### config.mk
export PLATFORM = sky130hd
export DESIGN_NAME = vga_timing_gen
export DESIGN_NICKNAME = d
export VERILOG_FILES = /design/src/rtl/vga_timing_gen.sv
export SDC_FILE = /design/constraint.sdc
export NUM_CORES = 1
export LEC_CHECK = 0
export CAP_MARGIN = 0
export CORE_UTILIZATION = 46
export CTS_CLUSTER_SIZE = 14
export DETAILED_ROUTE_END_ITERATION = 10
export GPL_TIMING_DRIVEN = 0
export PLACE_DENSITY_LB_ADDON = 0.25
export SLEW_MARGIN = 0
export SYNTH_ARGS = -nofsm -noshare
export SYNTH_HDL_FRONTEND = slang
export SYNTH_SLANG_ARGS = --single-unit
### constraint.sdc
create_clock -name clk -period 1.98 [get_ports clk]
set_input_delay 0.198 -clock clk [delete_from_list [all_inputs] [get_ports clk]]
set_output_delay 0.198 -clock clk [all_outputs]
set_load 0.01 [all_outputs]
### src/rtl/vga_timing_gen.sv
// VGA pixel-timing generator: free-running h/v counters advanced on pix_en,
// with registered sync, display-active and line/frame start pulses.
module vga_timing_gen #(
    parameter int unsigned H_VISIBLE = 640,
    parameter int unsigned H_FP      = 16,
    parameter int unsigned H_SYNC    = 96,
    parameter int unsigned H_BP      = 48,
    parameter int unsigned V_VISIBLE = 480,
    parameter int unsigned V_FP      = 10,
    parameter int unsigned V_SYNC    = 2,
    parameter int unsigned V_BP      = 33,
    parameter logic        HSYNC_POL = 1'b0,
    parameter logic        VSYNC_POL = 1'b0,
    parameter int unsigned CNT_W     = 10
) (
    input  logic             clk,
    input  logic             rst_n,
    input  logic             pix_en,
    output logic [CNT_W-1:0] hcount,
    output logic [CNT_W-1:0] vcount,
    output logic             hsync,
    output logic             vsync,
    output logic             active,
    output logic             line_start,
    output logic             frame_start
);

    localparam int unsigned H_TOTAL      = H_VISIBLE + H_FP + H_SYNC + H_BP;
    localparam int unsigned V_TOTAL      = V_VISIBLE + V_FP + V_SYNC + V_BP;
    localparam int unsigned H_SYNC_START = H_VISIBLE + H_FP;
    localparam int unsigned H_SYNC_END   = H_SYNC_START + H_SYNC;
    localparam int unsigned V_SYNC_START = V_VISIBLE + V_FP;
    localparam int unsigned V_SYNC_END   = V_SYNC_START + V_SYNC;

    logic             h_wrap;
    logic             v_wrap;
    logic [CNT_W-1:0] h_next;
    logic [CNT_W-1:0] v_next;
    logic             active_next;
    logic             hsync_next;
    logic             vsync_next;

    // Decode works on the post-increment counts so the registered syncs and
    // active flag line up with the registered counters with no extra latency.
    always_comb begin
        h_wrap = (hcount == CNT_W'(H_TOTAL - 1));
        v_wrap = (vcount == CNT_W'(V_TOTAL - 1));
        h_next = h_wrap ? '0 : hcount + 1'b1;
        v_next = vcount;
        if (h_wrap) begin
            v_next = v_wrap ? '0 : vcount + 1'b1;
        end
        active_next = (h_next < CNT_W'(H_VISIBLE)) && (v_next < CNT_W'(V_VISIBLE));
        hsync_next  = ((h_next >= CNT_W'(H_SYNC_START)) && (h_next < CNT_W'(H_SYNC_END)))
                      ? HSYNC_POL : ~HSYNC_POL;
        vsync_next  = ((v_next >= CNT_W'(V_SYNC_START)) && (v_next < CNT_W'(V_SYNC_END)))
                      ? VSYNC_POL : ~VSYNC_POL;
    end

    always_ff @(posedge clk or negedge rst_n) begin
        if (!rst_n) begin
            hcount      <= '0;
            vcount      <= '0;
            active      <= 1'b1;
            hsync       <= ~HSYNC_POL;
            vsync       <= ~VSYNC_POL;
            line_start  <= 1'b0;
            frame_start <= 1'b0;
        end else begin
            line_start  <= pix_en && h_wrap;
            frame_start <= pix_en && h_wrap && v_wrap;
            if (pix_en) begin
                hcount <= h_next;
                vcount <= v_next;
                active <= active_next;
                hsync  <= hsync_next;
                vsync  <= vsync_next;
            end
        end
    end

endmodule
=== Yosys cells after proc, flatten, opt, wreduce, memory -nomap -nowiden ===
Cells that the tools add are included.

* Register bits: 25
* Bits in latches: 0
* Bits in writable memories: 0
* ROM bits: 0
* Input bits: 3
* Output and inout port bits: 25
* Word-level logic and storage cells: 27
* Memories: 0

* Add/sub/neg operators: 2
* $mul: 0
* Div/mod/pow operators: 0
* Magnitude comparators: 6
* Equality and inequality tests: 2
* Shifts and indexed selects: 0
* Muxes and demuxes: 5
* Bitwise logic cells: 0
* Reduce and logical (&&, ||, !) cells: 5

{| class="wikitable"
|+ Operator list
! cell !! count
|-
| 2-to-1 mux 10 bit || 3
|-
| adder 10 x 1 -> 10 bit, second input constant || 2
|-
| == test 10 bit, second input constant || 2
|-
| < comparator 10 bit, second input constant || 2
|-
| < comparator 10 x 9 -> 1 bit, second input constant || 2
|-
| greater-or-equal comparator 10 bit, second input constant || 1
|-
| greater-or-equal comparator 10 x 9 -> 1 bit, second input constant || 1
|-
| logical AND 1 bit || 5
|-
| 2-to-1 mux 1 bit || 2
|}

=== Longest topological paths before layout ===
Gate-level depths: netlist (run 1).

* Depth in word-level cells: 6
* Depth in mapped cells: 9
* Gate-level depth less buffers: 8

=== Worst setup path after synthesis (run 1) ===
OpenSTA, ideal clock, no wires.

* Path kind: register to register
* Start: reg hcount[0]
* End: reg vsync
* Data arrival time: 1886 ps
* Slack: 2 ps
* Stages on the path, launching flop included: 9
* Path buffers: 1
* Clock period less this slack: 1978 ps
* Cells stage by stage: dfrtp_1 -> ha_1 -> and4_1 -> and3_1 -> buf_4 -> o21ai_0 -> a2111o_1 -> o22ai_1 -> o211ai_1

* Cells in the longest elaborated chain, start to end: 5
* Elaborated cells between the ends (all ways): 6
* Classes of those cells: 2 x order compare; 1 x eq/ne; 2 x mux; 1 x reduce/logical

{| class="wikitable"
|+ RTL lines
! what !! line !! source
|-
| start: declaration || 19 || <nowiki>output logic [CNT_W-1:0] hcount,</nowiki>
|-
| start signal: assignment || 73 || <nowiki>hcount <= h_next;</nowiki>
|-
| == test 10 bit * || 46 || <nowiki>h_wrap = (hcount == CNT_W'(H_TOTAL - 1));</nowiki>
|-
| 2-to-1 mux 10 bit * || 50 || <nowiki>if (h_wrap) begin</nowiki>
|-
| greater-or-equal comparator 10 x 9 -> 1 bit / < comparator 10 x 9 -> 1 bit (equally long branches) || 56 || <nowiki>vsync_next = ((v_next >= CNT_W'(V_SYNC_START)) && (v_next < CNT_W'(V_SYNC_END)))</nowiki>
|-
| logical AND 1 bit * || 56 ||
|-
| 2-to-1 mux 1 bit * || 57 || <nowiki>? VSYNC_POL : ~VSYNC_POL;</nowiki>
|-
| end signal: assignment || 66 || <nowiki>vsync <= ~VSYNC_POL;</nowiki>
|-
| end signal: assignment || 77 || <nowiki>vsync <= vsync_next;</nowiki>
|-
| end: declaration || 22 || <nowiki>output logic vsync,</nowiki>
|}

Every way passes the cells marked *; elsewhere a longest branch is shown, timed or not.
A chain may end at the register's enable or synchronous reset.

=== Worst setup path in the final report (run 1) ===
* Start: reg hcount[1]
* End: reg vsync

Same word-level chain as after synthesis.

==> flow_summary.yaml, run 1 <==
sta:
  tns_ns: 0
  hold_viol_final: 0
  tightest_slew_ns: 1.11
  holdWs_ns: 0.447
  max_freq_ghz: 0.509
  relSlewSlack: 0.260
  setup_viol: 0
  clock_skew_ns: 0.00586
  min_period_ns: 1.96
  slew_violations: 0
  rsz0062_at_grt: "true"
  post-route-period-util: 0.992
place:
  io_buffers: 27
  placed_cells: 246
  dpl_cell_area_mm2: 0.00190
  hpwlAfterDp_mm: 2.59
  place_congestion: 0.824
logic_synthesis:
  synthArstFlopShare: 1.00
  ys_seq_area_frac: 0.399
  synth_enable_flop_cells: 0
  yosysTopAreaCell: "dfrtp_1"
  synth_top_area_frac: 0.349
  syn_area_mm2: 0.00158
  ys_ff_latch: 25
  post_synth_num_cell_types: 53
  synth_area_leaders: "dfrtp_1 (35%), dfstp_2 (5.0%), xnor2_1 (3.9%), nand2_1 (3.8%), nand3_1 (3.5%)"
  synthCells: 175
  post-synth-top-count-cell: "dfrtp_1"
  yosys-top-cells-count: "dfrtp_1 (22), nand2_1 (16), nand3_1 (11), o21ai_0 (11), nor2_1 (10)"
  avgSynthCellArea_um2: 9.02
  synthFlopType: "dfrtp_1"
  yosys_warnings: 0
  synth_nets: 181
power_and_ir_drop:
  comb_power_share: 0.314
  p_int_uw: 878
  power.leakage_nw: 0.827
  p_sw_uw: 445
  p_clk_frac: 0.183
  swShare: 0.336
  power_frac_seq: 0.504
  power.density_cell_area_mw_per_mm2: 608
  irDropWorstVdd_mv: 0.470
clock_network:
  cts_tree: "done"
  cts.sinks: 25
  cts.path.max_buffers: 2
  cts-hold-fix-buffers: 0
  numCtsBuffers: 3
  htreeDepth: 1
  clk_latency_ns: 0.33
  clkTransAtPathRegs_ns: 0.14
  clock-root-buffer: "clkbuf_4"
route:
  routed_wirelength_mm: 3.99
  vias_per_cell: 6.10
  drtPass1Iterations: 4
  wire_per_inst_um: 15.2
  drc_errors: 0
  vias: 1599
  drt_iter0_markers: 86
  ant_nets: 0
grt:
  grt_pass1_vias: 1394
  track_usage: 0.223
  gr-total-overflow: 0
  grt_max_degree: 26
  grt_pass1_wl_mm: 6.17
  antenna_found_initial: 0
setup_path:
  worstPathRequired_ns: 2.24
  critical_path.endpoint_type: "register"
  timing.reg2reg.setup_slack_ns: 0.02
  worst_r2r_startpoint: "hcount[1]$_DFFE_PN0P_"
  ff2ff_path_depth: 8
  path_buf_inv: 1
  r2r_end: "vsync$_DFFE_PN1P_"
  crit_chain: "ha_4, and4_4, and3_4, buf_6, o21ai_2, a2111o_1, o22ai_2, o211ai_1"
  crit_slowest_cell: "a2111o_1"
  critPathArrivalTime_ns: 2.22
  cp.depth: 8
  startpoint: "hcount[1]$_DFFE_PN0P_"
  max_stage_delay_ns: 0.45
  criticalPathCategory: "reg2reg"
  worstSetupStartpointType: "register"
  setup.worst_path.end: "vsync$_DFFE_PN1P_"
  crit_family: "compound AO/OA/AOI/OAI gates"
  crit_path_max_fanout: 6
floorplan:
  die_h_um: 60.6
  dieArea_mm2: 0.00367
  design.core.area_mm2: 0.00315
  io_pins: 28
  fp.dieW_um: 60.6
  start_util: 0.500
  rows: 20
layout:
  drive_above_1_share: 0.266
  multi_input_area_um2: 1000
  final-seq-area_um2: 638
  antenna_cells: 0
  area_delta_synth_final_pct: 38.0
  fin_util: 0.690
  n_fill_cell: 261
  post-route-cell-area_mm2: 0.00218
  fin_cells: 262
  final_nets: 225
run_status:
  status: "finished clean"
hold_path:
  min_path_type: "in2async"
job:
  maxCapViolCount: 0
## logic make-up (layout without fill, tap and decap cells)
logic type                 count (synthesis)  count (layout)  synth area share
and+or+nand+nor                           75              75             0.266
xor gates and xnor gates                   9               9            0.0500
AOI/OAI and AO/OA                         42              42             0.194
DFF                                       25              25             0.399
muxes                                      3               3            0.0198
adders and majority gates                  3               3            0.0238
buffers and inverters                     18              61            0.0476
## worst min-delay path by stage
stage / start / end / slack, ns / depth (start not counted)
final: rst_n / vcount[5]$_DFFE_PN0P_ / 0.45 / 1
after global routing: hsync$_DFFE_PN1P_ / hsync$_DFFE_PN1P_ / 0.52 / 2
after CTS: rst_n / vcount[5]$_DFFE_PN0P_ / 0.50 / 1
after detailed placement: hsync$_DFFE_PN1P_ / hsync$_DFFE_PN1P_ / 0.48 / 2
after global placement: hsync$_DFFE_PN1P_ / hsync$_DFFE_PN1P_ / 0.48 / 2
after floorplan: rst_n / frame_start$_DFF_PN0_ / -0.1 / 0
## per-layer routing
layer,vias to the layer above,global-route usage,part of all wire
li1,739,-,-
met1,781,0.314,0.46
met4,0,0.0974,0.017
met2,71,0.338,0.47
met3,8,0.0405,0.062
met5,-,0,0
## sequential cells by signal, indices dropped and copies added, names as in the netlist
register and flops:
vcount 10, vsync 1, line_start 1, active 1, hcount 10, hsync 1
frame_start 1
## placed cells by master (no fill, tap or decap), types with 2 or more instances in the layout
cell / instances
o31ai_1: 2
nand3_1: 11
a32o_1: 2
nor2_1: 9
dfrtp_2: 7
buf_4: 14
clkbuf_1: 2
inv_1: 5
buf_2: 2
nand2b_1: 2
inv_2: 2
clkdlybuf4s50_1: 27
dfrtp_1: 15
a21oi_1: 3
nand4_1: 4
o21ai_0: 10
dfstp_2: 3
a21o_1: 4
and4_1: 4
nor3_1: 4
and3_1: 2
nor2b_1: 3
clkbuf_2: 2
nor4_1: 2
xnor2_1: 7
mux2i_1: 2
buf_6: 2
clkbuf_4: 3
nand2_1: 16
ha_4: 3
o211ai_1: 3
xor2_1: 2
and2_1: 4
## power groups by stage
| stage | clock network [mW] | logic, mW | registers [mW] |
|---|---|---|---|
| after detailed placement | 0 | 0.387 | 0.653 |
| after floorplan | 0 | 0.193 | 0.670 |
| after global placement | 0 | 0.381 | 0.649 |
| after CTS | 0.242 | 0.403 | 0.653 |
| final | 0.242 | 0.415 | 0.667 |
| after global routing | 0.266 | 0.459 | 0.676 |
## metrics by stage
| step | total power [mW] | setup slack [ns] |
|---|---|---|
| finish | 1.32 | 0.0162 |
| global route | 1.40 | -0.0507 |
| CTS | 1.30 | 0.00208 |
| detailed placement | 1.04 | -0.212 |
| global placement | 1.03 | -0.178 |
| floorplan | 0.863 | 0.00188 |
## final cells by class
cell class                 count  share of cell area
tap                           44              0.0253
sequential                    25               0.293
clock buffer                   4              0.0121
buffer                         8              0.0230
inverter                       8              0.0149
timing repair buffer          41               0.172
multi-input combinational    132               0.459
## repair_timing
action,in CTS,in global routing
pin swaps,2,10
setup endpoints to repair,8,5
endpoints found under the hold margin,0,0
buffers inserted,9,5
gates resized for setup,12,30
cloned,0,0
Note: power is estimated with default switching activity, not from simulation.
==> run 2, diff against run 1 <==
--- a/config.mk
+++ b/config.mk
@@ -6,7 +6,7 @@
 export NUM_CORES = 1
 export LEC_CHECK = 0
 export CAP_MARGIN = 0
-export CORE_UTILIZATION = 46
+export CORE_UTILIZATION = 40
 export CTS_CLUSTER_SIZE = 14
 export DETAILED_ROUTE_END_ITERATION = 10
 export GPL_TIMING_DRIVEN = 0
==> flow_summary.yaml, run 2 (synthesis gave the netlist of run 1 again) <==
run_status:
  status: "finished, violations left"
  violations: "negative setup slack"
place:
  io_buffers: 27
  dpl_cell_area_mm2: 0.00191
  place_congestion: 0.826
  hpwlAfterDp_mm: 2.65
  pre_cts_slack_ns: -0.242
layout:
  final_cell_mix: "clkdlybuf4s50_1 (27), buf_4 (20), dfrtp_1 (18)"
  antenna_cells: 0
  reg.largest.list: "hcount (10), vcount (10)"
  drive_above_1_share: 0.274
  fin_util: 0.596
  area_delta_synth_final_pct: 40.4
  final_nets: 230
  final_common_cell: "clkdlybuf4s50_1"
  n_fill_cell: 312
  post-route-cell-area_mm2: 0.00221
clock_network:
  cts.path.max_buffers: 2
  clkTransAtPathRegs_ns: 0.09
  numCtsBuffers: 3
  clock-root-buffer: "clkbuf_8"
  cts-hold-fix-buffers: 0
  cts_tree: "done"
  htreeDepth: 1
  cts.sinks: 25
  clk_latency_ns: 0.27
sta:
  max_freq_ghz: 0.505
  hold_viol_final: 0
  relSlewSlack: 0.255
  tns_ns: -0.00166
  tightest_slew_ns: 1.11
  clock_skew_ns: 0.00966
  min_period_ns: 1.98
  rsz0062_at_grt: "true"
  slew_violations: 0
  fin_ws_ns: -0.00166
  setup_viol: 1
  post-route-period-util: 1.00
setup_path:
  critical_path.endpoint_type: "register"
  worstSetupStartpointType: "register"
  crit_path_max_fanout: 3
  criticalPathCategory: "reg2reg"
  worstPathRequired_ns: 2.17
  critPathArrivalTime_ns: 2.17
route:
  drtPass1Iterations: 4
  vias_per_cell: 5.78
  vias: 1567
  routed_wirelength_mm: 4.09
  wire_per_inst_um: 15.1
  drc_errors: 0
  drt_iter0_markers: 143
  ant_nets: 0
power_and_ir_drop:
  irDropWorstVdd_mv: 0.328
  power.leakage_nw: 0.876
  power.density_cell_area_mw_per_mm2: 659
floorplan:
  dieArea_mm2: 0.00420
  io_pins: 28
  rows: 22
  design.core.area_mm2: 0.00372
  start_util: 0.425
  die_h_um: 64.8
  fp.dieW_um: 64.8
hold_path:
  min_path_type: "reg2reg"
grt:
  antenna_found_initial: 0
  grt_max_degree: 26
  gr-total-overflow: 0
  grt_pass1_wl_mm: 6.76
  grt_pass1_vias: 1424
  track_usage: 0.207
job:
  maxCapViolCount: 0
-- run 2: cell count changes in the layout (fill, tap and decap cells not counted), moves of 2 or more --
cell	before	now
buf_4	14	20
dfrtp_2	7	4
dfrtp_1	15	18
clkbuf_4	3	1
o21ai_1	0	2
clkbuf_8	0	3
buf_2	2	0
-- run 2: report_power, final --
part	internal, mW	leakage (nW)	total [mW]	switching, mW
registers	0.571	0.303	0.666	0.0953
logic	0.282	0.548	0.486	0.204
clock network	0.141	0.0255	0.309	0.168
-- run 2: layout make-up --
cell class / instances / area, um^2 / share of cell area
multi-input combinational: 132 / 973 / 0.440
sequential: 25 / 634 / 0.286
timing repair buffer: 46 / 417 / 0.188
tap: 48 / 60.1 / 0.0271
buffer: 8 / 51.3 / 0.0232
clock buffer: 3 / 41.3 / 0.0186
inverter: 8 / 32.5 / 0.0147
clock inverter: 1 / 5.00 / 0.00226
-- run 2: per-layer routing --
metal  vias to the layer above  global-route usage  part of all wire
met1                       769               0.308              0.46
li1                        748                   -                 -
met4                         0              0.0583             0.013
met2                        44               0.316              0.48
met3                         6              0.0211             0.052
met5                         -                   0                 0
-- run 2: metrics by stage --
stage / hold WS (ns) / power (mW) / std cells
final: 0.500 / 1.46 / 271
after global routing: 0.527 / 1.55 / 271
after CTS: 0.497 / 1.39 / 265
after detailed placement: 0.484 / 1.04 / 250
after global placement: 0.490 / 1.03 / 250
after floorplan: -0.0976 / 0.863 / 175
-- run 2: critical path: stages, from the launching register on --
cell	delay, ns
dfrtp_1	0.42
ha_4	0.18
and4_4	0.19
buf_4	0.13
and2_1	0.18
a32o_1	0.26
a32oi_2	0.21
a21oi_2	0.12
o32ai_2	0.21
-- run 2: worst paths after layout --
| kind | slack (ns) | depth (start not counted) | start | end |
|---|---|---|---|---|
| hold reg to reg | 0.50 | 2 | active$_DFFE_PN1P_ | active$_DFFE_PN1P_ |
| setup reg to reg | -0.002 | 8 | hcount[1]$_DFFE_PN0P_ | active$_DFFE_PN1P_ |
| setup / recovery | -0.002 | 8 | hcount[1]$_DFFE_PN0P_ | active$_DFFE_PN1P_ |
| hold / removal | 0.50 | 2 | active$_DFFE_PN1P_ | active$_DFFE_PN1P_ |
| min in group asynchronous | 0.52 | 1 | rst_n | hcount[8]$_DFFE_PN0P_ |
| max in group asynchronous | 0.72 | 1 | rst_n | vcount[1]$_DFFE_PN0P_ |
-- run 2: what timing repair did --
item	CTS	global route
setup buffers	13	6
pin swaps	5	9
endpoints found under the setup margin	7	6
endpoints found under the hold margin	0	0
gates resized for setup	13	26
==> run 3, diff against run 2 <==
--- a/config.mk
+++ b/config.mk
@@ -6,7 +6,8 @@
 export NUM_CORES = 1
 export LEC_CHECK = 0
 export CAP_MARGIN = 0
-export CORE_UTILIZATION = 40
+export CORE_MARGIN = 2
+export CORE_UTILIZATION = 47
 export CTS_CLUSTER_SIZE = 14
 export DETAILED_ROUTE_END_ITERATION = 10
 export GPL_TIMING_DRIVEN = 0
==> flow_summary.yaml, run 3 (synthesis gave the netlist of run 1 again) <==
run_status:
  status: "finished clean"
sta:
  min_period_ns: 1.97
  slew_violations: 0
  holdWs_ns: 0.449
  hold_viol_final: 0
  tns_ns: 0
  setup_viol: 0
  post-route-period-util: 0.995
  rsz0062_at_grt: "true"
  clock_skew_ns: 0.00577
  relSlewSlack: 0.266
  max_freq_ghz: 0.507
  tightest_slew_ns: 1.10
floorplan:
  rows: 21
  fp.dieW_um: 61.9
  start_util: 0.480
  die_h_um: 61.9
  design.core.area_mm2: 0.00328
  io_pins: 28
  dieArea_mm2: 0.00384
grt:
  track_usage: 0.230
  grt_pass1_wl_mm: 6.56
  grt_pass1_vias: 1434
  antenna_found_initial: 0
  gr-total-overflow: 0
  grt_max_degree: 26
layout:
  final_common_cell: "clkdlybuf4s50_1"
  area_delta_synth_final_pct: 36.0
  reg.largest.list: "hcount (10), vcount (10)"
  n_fill_cell: 269
  post-route-cell-area_mm2: 0.00215
  antenna_cells: 0
  drive_above_1_share: 0.249
  fin_cells: 263
  final_cell_mix: "clkdlybuf4s50_1 (27), dfrtp_1 (17), nand2_1 (16)"
  final_nets: 224
setup_path:
  crit_slowest_cell: "or4_1"
  critPathArrivalTime_ns: 2.24
  max_stage_delay_ns: 0.56
  path_buf_inv: 1
  ff2ff_path_depth: 7
  crit_path_max_fanout: 9
  worstPathRequired_ns: 2.25
  crit_family: "simple AND/OR/NAND/NOR gates"
  critical_path.endpoint_type: "register"
  crit_chain: "ha_2, and4_4, and3_4, buf_6, nand2_2, or4_1, nand2_1"
  criticalPathCategory: "reg2reg"
  worstSetupStartpointType: "register"
  timing.reg2reg.setup_slack_ns: 0.009
  cp.depth: 7
power_and_ir_drop:
  p_sw_uw: 446
  irDropWorstVdd_mv: 0.407
  p_clk_frac: 0.178
  comb_power_share: 0.324
  power.leakage_nw: 0.833
  power_frac_seq: 0.498
  p_int_uw: 890
  power.density_cell_area_mw_per_mm2: 623
  swShare: 0.334
route:
  drt_iter0_markers: 91
  wire_per_inst_um: 15.5
  routed_wirelength_mm: 4.09
  vias: 1568
  vias_per_cell: 5.96
  drtPass1Iterations: 4
  ant_nets: 0
  drc_errors: 0
clock_network:
  clk_latency_ns: 0.32
  clock-root-buffer: "clkbuf_4"
  cts.path.max_buffers: 2
  cts_tree: "done"
  htreeDepth: 1
  cts.sinks: 25
  clkTransAtPathRegs_ns: 0.14
  numCtsBuffers: 3
place:
  placed_cells: 248
  hpwlAfterDp_mm: 2.71
  place_congestion: 0.821
  dpl_cell_area_mm2: 0.00191
  io_buffers: 27
hold_path:
  min_path_type: "in2async"
job:
  maxCapViolCount: 0
[run 3: metal layers]
metal,global-route usage,part of all wire
met1,0.313,0.45
met2,0.365,0.48
met3,0.0352,0.044
met5,0,0
met4,0.0912,0.017
[run 3: path summary, 6_finish.rpt]
kind | start | endpoint
max | hcount[0]$_DFFE_PN0P_ | vcount[4]$_DFFE_PN0P_
min | rst_n | vcount[5]$_DFFE_PN0P_
max reg2reg | hcount[0]$_DFFE_PN0P_ | vcount[4]$_DFFE_PN0P_
min reg2reg | hsync$_DFFE_PN1P_ | hsync$_DFFE_PN1P_
max in group asynchronous | rst_n | vcount[7]$_DFFE_PN0P_
min in group clk | hsync$_DFFE_PN1P_ | hsync$_DFFE_PN1P_
[run 3: timing repair]
item,CTS,global route
pin swaps,3,9
hold buffers,0,0
endpoints found under the setup margin,8,6
setup buffers,8,5
gates resized for setup,12,29
[run 3: area by class of cell]
cell class	count	area, um^2	share of cell area
clock buffers	4	26.3	0.0122
multi-input cells	132	971	0.452
well taps	46	57.6	0.0268
repair buffers	40	368	0.171
plain buffers	8	55.1	0.0257
flip-flops and latches	25	636	0.296
inverters	8	32.5	0.0152
[run 3: power by group through the flow]
stage | Combinational (mW) | Sequential [mW] | Clock (mW)
after CTS | 0.418 | 0.658 | 0.247
after floorplan | 0.193 | 0.670 | 0
final | 0.433 | 0.666 | 0.238
after global routing | 0.482 | 0.676 | 0.269
after global placement | 0.382 | 0.649 | 0
after detailed placement | 0.393 | 0.655 | 0
[run 3: metrics by stage]
| stage | power (mW) | util | worst slack (ns) |
|---|---|---|---|
| floorplan | 0.863 | - | 0.00188 |
| global placement | 1.03 | 0.580 | -0.198 |
| detailed placement | 1.05 | 0.580 | -0.283 |
| CTS | 1.32 | 0.613 | 0.00215 |
| global route | 1.43 | 0.653 | -0.0903 |
| finish | 1.34 | 0.653 | 0.00937 |
==> RTL change, RTL diff (config.mk and constraints of run 1) <==
Change the parameter `HSYNC_POL` from 1'b0 to 1'b1.
--- a/src/rtl/vga_timing_gen.sv
+++ b/src/rtl/vga_timing_gen.sv
@@ -10,5 +10,5 @@
     parameter int unsigned V_SYNC    = 2,
     parameter int unsigned V_BP      = 33,
-    parameter logic        HSYNC_POL = 1'b0,
+    parameter logic        HSYNC_POL = 1'b1,
     parameter logic        VSYNC_POL = 1'b0,
     parameter int unsigned CNT_W     = 10
Check against the original RTL: not equivalent (Yosys sat finds a counterexample within 4 cycles, from zero or initial values and one cycle with rst_n low).
==> RTL change against run 1 <==
The run now ends with negative setup slack left; critical endpoint unchanged; routed wire length grew 1.3%; hold slack lost 0.20 ns; synthesized area grew 0.32%; worst setup slack lost 0.24 ns; largest cell class unchanged; sequential cell count is the same; cell area shrank 0.23%; synthesized cell count shrank 1.1%.
Power is not compared: it rests on default switching activity, and its combinational part moved more than twofold at a synthesized area within 25%.
==> RTL change: results (changes against run 1) <==
* Compound-Gate Fraction of Synth Area at 17.5% (-2.0 points)
* Critical-path maximum fanout at 5 (-1)
* Slowest stage delay, CP at 0.43 ns (-0.02 ns)
* Post-synthesis xor/xnor area fraction at 5.53% (+0.54 points)
* Worst r2r path cells at 7 (-1)
* Failing checks: negative setup slack
* Worst Setup SP: vcount[0]
* Post-synthesis mux area share at 3.48% (+1.5 points)
* DP Wirelength at 2.55 mm (-1.6%)
* Worst Skew at 0.00679 ns (+0.000925 ns)
* Relative slew slack at 24.7% (-1.3 points)
* Total Routing Usage GR at 22.6% (+0.21 points)
* Share of cells above drive strength 1 at 26.9% (+0.34 points)
* Post-Syn Nets at 179 (-1.1%)
* Final setup violation count at 6 (+6)
* Detailed Route WL at 4.04 mm (+1.3%)
* IO buf count at 26 (-3.7%)
* Reg2reg start: vcount[0]
* Place WS at -0.280 ns (-0.0674 ns)
* Final WS setup at -0.224 ns (-0.241 ns)
* CP max stage cell: dfrtp_2
* Post-Synth Adder-Cell Area at 2.37% (-0.0075 points)
* Sequential area share after synthesis at 39.7% (-0.21 points)
* Outcome: finished with violations
* Worst hold path type: input pin to register
* Vias in the first global route at 1,360 (-2.4%)
* Synth top area cells: dfrtp_1, o21ai_0, xnor2_1, nand2_1, dfstp_2
* Routed vias at 1,533 (-4.1%)
* DR iter-0 viols at 63 (-27%)
* Global-route wire length before repair at 6.15 mm (-0.34%)
* GPL Wtd Cong at 0.969 (+18%)
* Netlist cell types at 51 (-3.8%)
==> RTL change: timing repair <==
| action | CTS | global route |
|---|---|---|
| setup buffers | 14 | 4 |
| setup endpoints to repair | 11 | 11 |
| hold buffers | 0 | 0 |
| gates resized for setup | 11 | 17 |
| cloned | 0 | 1 |
| pin swaps | 5 | 8 |
==> RTL change: cell type report <==
cell class | instances | area [um^2]
fill | 249 | 981
multi-input combinational | 131 | 946
sequential | 25 | 634
timing repair buffer | 45 | 420
buffer | 8 | 67.6
tap | 44 | 55.1
clock buffer | 4 | 26.3
inverter | 6 | 22.5
==> RTL change: stage by stage <==
stage                     cells  instance area [um^2]  power [mW]  TNS, ns
after floorplan             173                  1600        1.30   -0.177
after global placement      243                  1920        1.64    -1.26
after detailed placement    243                  1920        1.66    -1.54
after CTS                   259                  2070        2.02   -0.870
after global routing        263                  2170        2.22    -1.20
final                       263                  2170        2.08   -0.559
==> RTL change: per-layer routing <==
layer  global-route usage (%)  part of all wire [%]  up-vias
li1                         -                     -      735
met1                     33.3                    47      750
met2                     34.5                    48       41
met3                     2.35                   3.7        7
met4                     7.47                   1.8        0
met5                        0                     0        -
==> RTL change: power groups by stage <==
stage | registers, mW | clock network [mW] | logic (mW)
2_1_floorplan | 0.806 | 0 | 0.498
3_3_place_gp | 0.766 | 0 | 0.869
5_1_grt | 0.831 | 0.269 | 1.12
3_5_place_dp | 0.775 | 0 | 0.888
4_1_cts | 0.775 | 0.247 | 0.997
6_report | 0.807 | 0.240 | 1.03
==> RTL change: kinds of logic (layout without fill, tap and decap cells) <==
group                      count (synthesis)  count (layout)
muxes                                      5               5
DFF                                       25              25
buffers and inverters                     17              63
xor gates and xnor gates                  10              10
adders and majority gates                  3               3
and+or+nand+nor                           71              71
AOI/OAI and AO/OA                         42              42
